**config.mk**
```make
export PLATFORM = sky130hd
export DESIGN_NAME = pkt_rx_sink
export DESIGN_NICKNAME = d
export VERILOG_FILES = /design/src/rtl/pkt_rx_sink.sv
export SDC_FILE = /design/constraint.sdc
export NUM_CORES = 1
export LEC_CHECK = 0
export ABC_AREA = 1
export CAP_MARGIN = 0
export CORE_MARGIN = 3
export CORE_UTILIZATION = 40
export DETAILED_ROUTE_END_ITERATION = 8
export PLACE_DENSITY = 0.67
export REMOVE_ABC_BUFFERS = 1
export SLEW_MARGIN = 15
export SYNTH_ARGS = -nofsm -noshare
export SYNTH_HDL_FRONTEND = slang
export SYNTH_SLANG_ARGS = --single-unit
```
**constraint.sdc**
```tcl
create_clock -name CP -period 3.25 [get_ports CP]
set_input_delay 0.4875 -clock CP [delete_from_list [all_inputs] [get_ports CP]]
set_output_delay 0.4875 -clock CP [all_outputs]
set_load 0.02 [all_outputs]
```
**src/rtl/pkt_rx_sink.sv**
```systemverilog
// Receive end of a 4-phase Send/Ack link that buffers packets in a small first-word-fall-through FIFO.
// Optional macro PKT_RX_SYNC_EN adds a 2-flop synchronizer on Send_in for an asynchronous upstream.
module pkt_rx_sink #(
    parameter int FIFO_DEPTH = 4,
    parameter int PACKET_W   = 40
) (
    input  logic                          CP,
    input  logic                          MR,
    input  logic                          Send_in,
    input  logic [PACKET_W-1:0]           PACKET_IN,
    output logic                          Ack_out,
    output logic                          PKT_VALID,
    input  logic                          PKT_READY,
    output logic [PACKET_W-1:0]           PKT_DATA,
    output logic [$clog2(FIFO_DEPTH):0]   COUNT
);

    localparam int AW = $clog2(FIFO_DEPTH);
    localparam int CW = AW + 1;
    localparam logic [CW-1:0] FULL_COUNT = CW'(FIFO_DEPTH);

    typedef enum logic {
        IDLE = 1'b0,
        ACK  = 1'b1
    } state_t;

    state_t                state;
    state_t                next_state;
    logic                  s_send;
    logic                  push;
    logic                  pop;
    logic                  full;
    logic                  empty;
    logic [AW-1:0]         wr_ptr;
    logic [AW-1:0]         rd_ptr;
    logic [CW-1:0]         count_q;
    logic [PACKET_W-1:0]   mem [FIFO_DEPTH];

`ifdef PKT_RX_SYNC_EN
    logic [1:0] sync_ff;

    always_ff @(posedge CP) begin
        if (MR) begin
            sync_ff <= '0;
        end else begin
            sync_ff <= {sync_ff[0], Send_in};
        end
    end

    assign s_send = sync_ff[1];
`else
    assign s_send = Send_in;
`endif

    // Full uses the occupancy from before the edge, so a same-edge pop cannot free a slot for a capture.
    assign full  = (count_q == FULL_COUNT);
    assign empty = (count_q == '0);
    assign pop   = !empty && PKT_READY;

    always_ff @(posedge CP) begin
        if (MR) begin
            state <= IDLE;
        end else begin
            state <= next_state;
        end
    end

    always_comb begin
        next_state = state;
        case (state)
            IDLE: begin
                if (s_send && !full) begin
                    next_state = ACK;
                end
            end
            ACK: begin
                if (!s_send) begin
                    next_state = IDLE;
                end
            end
            default: next_state = IDLE;
        endcase
    end

    // Ack_out is a direct decode of the one-bit state flop, so it is glitch-free.
    always_comb begin
        Ack_out = (state == ACK);
        push    = (state == IDLE) && s_send && !full;
    end

    always_ff @(posedge CP) begin
        if (MR) begin
            wr_ptr  <= '0;
            rd_ptr  <= '0;
            count_q <= '0;
        end else begin
            if (push) begin
                wr_ptr <= wr_ptr + 1'b1;
            end
            if (pop) begin
                rd_ptr <= rd_ptr + 1'b1;
            end
            case ({push, pop})
                2'b10:   count_q <= count_q + 1'b1;
                2'b01:   count_q <= count_q - 1'b1;
                default: count_q <= count_q;
            endcase
        end
    end

    always_ff @(posedge CP) begin
        if (push && !MR) begin
            mem[wr_ptr] <= PACKET_IN;
        end
    end

    assign PKT_VALID = !empty;
    assign PKT_DATA  = mem[rd_ptr];
    assign COUNT     = count_q;

endmodule
```
**Word-level counts from Yosys, hierarchy flattened**

Memory sizes are Yosys's and may differ from the RTL's. A register that Yosys moved wholly into a read port is not among the register bits.
Cells that the tools add are included.

- Output and inout port bits: 45
- Bits in writable memories: 160
- Memories kept: 1
- Logic and storage cells: 31
- Latch bits: 0
- Memory bits (read-only): 0
- Flip-flop bits (word level): 8

- Mux-type cells: 8
- $add $sub $neg: 4
- Bitwise operators: 1
- $lt $le $gt $ge: 0
- Shift-type cells: 0
- Div/mod/pow operators: 0
- Multipliers: 0
- Equal/unequal tests: 3
- Reductions and logical operators: 10

Memory list:

| name | words | width | rd ports | clocked after memory_dff | write ports | RTL line | RTL |
|---|---|---|---|---|---|---|---|
| mem | 4 | 40 | 1 | 1 | 1 | 37 | `logic [PACKET_W-1:0] mem [FIFO_DEPTH];` |

Operators by type and width:

| cell | number |
|---|---|
| 3-bit case mux with 2 select lines | 1 |
| 1-bit logical AND | 5 |
| 2-bit by 1-bit adder with 2-bit output (second input constant) | 2 |
| 1-bit two-way mux | 4 |
| 2-bit two-way mux | 2 |
| 3-bit by 1-bit adder with 3-bit output (second input constant) | 1 |
| 3-bit equality test (second input constant) | 1 |
| 1-bit logical NOT | 3 |
| 3-bit logical NOT | 1 |
| 3-bit by 1-bit subtractor with 3-bit output (second input constant) | 1 |
| 2-bit by 1-bit equality test with 1-bit output (second input constant) | 1 |
| 2-bit equality test (second input constant) | 1 |
| 1-bit case mux with 2 select lines | 1 |
| 2-bit nonzero test | 1 |
| 1-bit inverter | 1 |

**Depth between registers and ports, before layout**

- Word-level depth: 6
- Depth in mapped cells: 13
- Depth with buffers taken out: 13

**Worst setup path before layout**

Ideal clock, no wire load.

- Path type: input-to-reg
- From: input port Send_in
- To: memory mem[0][0] (enable)
- Slack: 0.302 ns
- Data arrival time: 2.511 ns
- Path buffers: 0
- Data required time: 2.813 ns
- Stages: 4
- Path through: inv_1 nor2_2 nand3_1 nor2_1

- Cells in the longest elaborated chain, start to end: 5

Ends and longest elaborated chain:

| what | RTL line | RTL |
|---|---|---|
| from (decl) | 9 | `input logic Send_in,` |
| 1-bit logical AND (2 in a row) | 88 | `push = (state == IDLE) && s_send && !full;` |
| 1-bit logical AND | 112 | `if (push && !MR) begin` |
| 1-bit two-way mux | 112 |  |
| 1-bit two-way mux (not written as such) | 113 | `mem[wr_ptr] <= PACKET_IN;` |
| to (decl) | 37 |  |

No other way between the ends.

==> results.py <==
metrics = {
    "place": {
        "dp_hpwl_mm": 7.95,
        "number_of_buffer_cells_added_on_primary_ports": 88,
        "globalplace.congestion": 0.730,
    },
    "power_and_ir_drop": {
        "leakagePower_uw": 0.00276,
        "finalPower_uw": 6210,
        "power_density_nw_per_um2": 760,
        "ir_drop_mv": 0.479,
    },
    "floorplanning": {
        "floorplan.die_area_um2": 18000,
        "fp.coreArea_um2": 16000,
        "die_w_um": 134,
        "initial_utilization_pct": 41.2,
        "placement_rows": 46,
        "die_h_um": 134,
        "io_pins": 89,
    },
    "setup_path": {
        "worst_r2r_startpoint": "COUNT[2]",
        "r2r_cells": 13,
        "kind_of_end_point_of_the_critical_path": "output pin",
        "worst-r2r-setup-slack_ns": 1.40,
        "crit_type": "flip-flop to output pin",
        "worst_ep_arrival_time_ns": 2.53,
        "worstPathMaxFanout": 65,
        "cp.required_ns": 2.76,
        "timing.critical_path.from_type": "flip-flop",
        "worst_r2r_endpoint": "COUNT[2]",
    },
    "grt": {
        "grt_pass1_vias": 4123,
        "grt_pass1_wl_mm": 21.3,
        "grt_max_degree": 81,
        "antenna_violations_before_repair": 2,
        "globalRoute.totalOverflow": 0,
        "globalRouteTotalUtil_pct": 15.4,
    },
    "cells_and_area": {
        "post_route_cells_drive_above_1_share_pct": 10.1,
        "number_of_nets_at_the_end_of_the_flow": 604,
        "syn_to_final_growth_pct": 24.1,
        "n_antenna_cell": 0,
    },
    "clock_network": {
        "holdBufCountCts": 0,
        "clock_sinks": 170,
        "worst_skew_pair.late_latency_ns": 0.42,
        "tritoncts": "built",
        "cts_buffer_depth": 2,
        "h-tree-depth": 4,
        "clock-root-buffer": "sky130_fd_sc_hd__clkbuf_16",
        "cts_setup_buffers": 0,
        "cts-buffers-inserted": 17,
        "ctsResizeCount": 0,
        "clock_transition_at_the_register_clock_pins_on_the_worst_setup_and_hold_paths_after_cts_ns": 0.06,
    },
    "run_status": {
        "run_status": "completed",
    },
    "yosys": {
        "synth_area_um2": 6590,
        "post_synthesis_cell_type_count": 22,
        "postSynthCellCount": 461,
        "yosys_warnings": 0,
        "synth_seq_cells": 170,
        "synth_area_per_cell_um2": 14.3,
        "seq_area_frac_synth_pct": 76.0,
    },
    "sta": {
        "finalSetupViolations": 0,
        "finClkSkew_ns": 0.0142,
        "rsz0062_at_grt": "false",
        "tns_ns": 0,
        "final.min_clock_period_ns": 3.02,
        "timing_max_transition_violations_final": 0,
        "final-hold-violation-count": 0,
        "fin_crit_sh_pct": 92.8,
        "timing_worst_slew_pin_value_ns": 0.699,
        "relSlewSlack_pct": 53.4,
        "fmax_mhz": 332,
    },
    "detailed_routing": {
        "detail_route.wl_per_cell_um": 17.1,
        "vias_cell": 5.02,
        "antenna_violating_nets_post_route": 0,
        "drt_iter0_drc": 222,
        "met3_wirelength_um": 814,
        "detail_route.wirelength_mm": 13.4,
        "top_layer": "met5",
        "drt-met1-wl_mm": 5.84,
        "num_vias": 3928,
        "drc_errors": 0,
        "routed_length_on_met2_mm": 6.62,
        "drtPass1Iterations": 6,
    },
    "worst_hold_path": {
        "hold_path_depth": 2,
        "hold_path.startpoint": "rd_ptr[1]",
        "timing.hold.worst.class": "flip-flop to flip-flop",
    },
    "job": {
        "cap_violations": 0,
    },
}
==> kinds of logic (layout without fill, tap and decap cells) <==
logic type	count (synthesis)	in the layout	synth area share (%)
flip-flops	170	170	76.0
buffers and inverters	45	151	5.38
adder cells (fa/ha/maj)	6	6	1.25
AND/OR/NAND/NOR	112	112	6.73
AO/OA/AOI/OAI	128	128	10.6
==> critical path, cell delays in order, from the launching register on <==
cell                              delay [ns]
sky130_fd_sc_hd__dfxtp_4                0.80
sky130_fd_sc_hd__buf_4                  0.33
sky130_fd_sc_hd__o21ai_0                0.11
sky130_fd_sc_hd__o22ai_1                0.19
sky130_fd_sc_hd__clkdlybuf4s50_1        0.65
==> cells in the final DEF, fill, tap and decap left out, types with 2 or more instances in the layout <==
master / synthesis / routed
sky130_fd_sc_hd__edfxtp_1: 160 / 160
sky130_fd_sc_hd__clkdlybuf4s50_1: 0 / 88
sky130_fd_sc_hd__nor2_1: 88 / 84
sky130_fd_sc_hd__o21ai_0: 42 / 42
sky130_fd_sc_hd__o22ai_1: 40 / 40
sky130_fd_sc_hd__o21ai_1: 38 / 38
sky130_fd_sc_hd__clkbuf_16: 0 / 19
sky130_fd_sc_hd__inv_1: 19 / 18
sky130_fd_sc_hd__nand2_1: 12 / 12
sky130_fd_sc_hd__buf_4: 4 / 10
sky130_fd_sc_hd__dfxtp_1: 10 / 8
sky130_fd_sc_hd__nand3_1: 6 / 6
sky130_fd_sc_hd__a21oi_1: 5 / 5
sky130_fd_sc_hd__ha_1: 5 / 5
sky130_fd_sc_hd__inv_4: 0 / 5
sky130_fd_sc_hd__nor2_4: 0 / 4
sky130_fd_sc_hd__nor2_2: 3 / 3
sky130_fd_sc_hd__nand2_2: 3 / 3
sky130_fd_sc_hd__clkbuf_8: 0 / 3
sky130_fd_sc_hd__o21ai_2: 2 / 2
sky130_fd_sc_hd__clkbuf_1: 0 / 2
sky130_fd_sc_hd__clkinv_2: 0 / 2
==> sequential cells by signal, indices dropped and copies added (netlist names), named ones only <==
signal,flops
rd_ptr,2
wr_ptr,2
Ack_out,1
mem,160
COUNT,3
==> cells in the mapped netlist, drive strengths merged <==
cell type | count | area [µm²]
edfxtp | 160 | 4800
nor2 | 91 | 349
ha | 5 | 62.6
o211ai | 1 | 7.51
nand2 | 15 | 63.8
fa | 1 | 20.0
a21oi | 5 | 25.0
inv | 20 | 87.6
o22ai | 40 | 250
o21ai | 82 | 418
nand3 | 6 | 30.0
dfxtp | 10 | 200
buf | 25 | 267
==> per-layer routing <==
layer	vias up	GRT usage, %
met5	-	0
met4	4	4.02
met3	13	6.11
met2	104	25.6
met1	1920	18.9
li1	1887	-
==> power by group <==
part | switching [µW] | leakage, µW | total [µW] | internal [µW]
clock | 788 | 0.000293 | 1920 | 1130
sequential | 138 | 0.00153 | 2650 | 2510
combinational | 952 | 0.000930 | 1640 | 691
==> worst max-delay path by stage <==
stage                        end  cells after the start
floorplan              mem[0][0]                      4
global placement    PKT_DATA[19]                      4
detailed placement  PKT_DATA[19]                      4
CTS                 PKT_DATA[19]                      4
global route        PKT_DATA[25]                      4
finish              PKT_DATA[25]                      4
==> final cells by class <==
class / instances / area [µm²]
fillers: 1382 / 7830
clock buffers: 24 / 524
clock inverters: 8 / 50.0
flip-flops and latches: 170 / 5010
inverters: 20 / 87.6
well taps: 216 / 270
multi-input cells: 246 / 1260
repair buffers: 99 / 976
==> metrics by stage <==
stage               hold WS [ns]  cell area, µm²  util, %  cells  setup WS (ns)
floorplan                  0.459            6320        -    436          0.302
global placement           0.485            7600     47.5    751          0.669
detailed placement         0.493            7600     47.5    751          0.651
CTS                        0.503            8170     51.1    783          0.201
global route               0.549            8170     51.1    783         0.0671
finish                     0.499            8170     51.1    783          0.235
No activity file was read; power rests on OpenSTA's default activity.
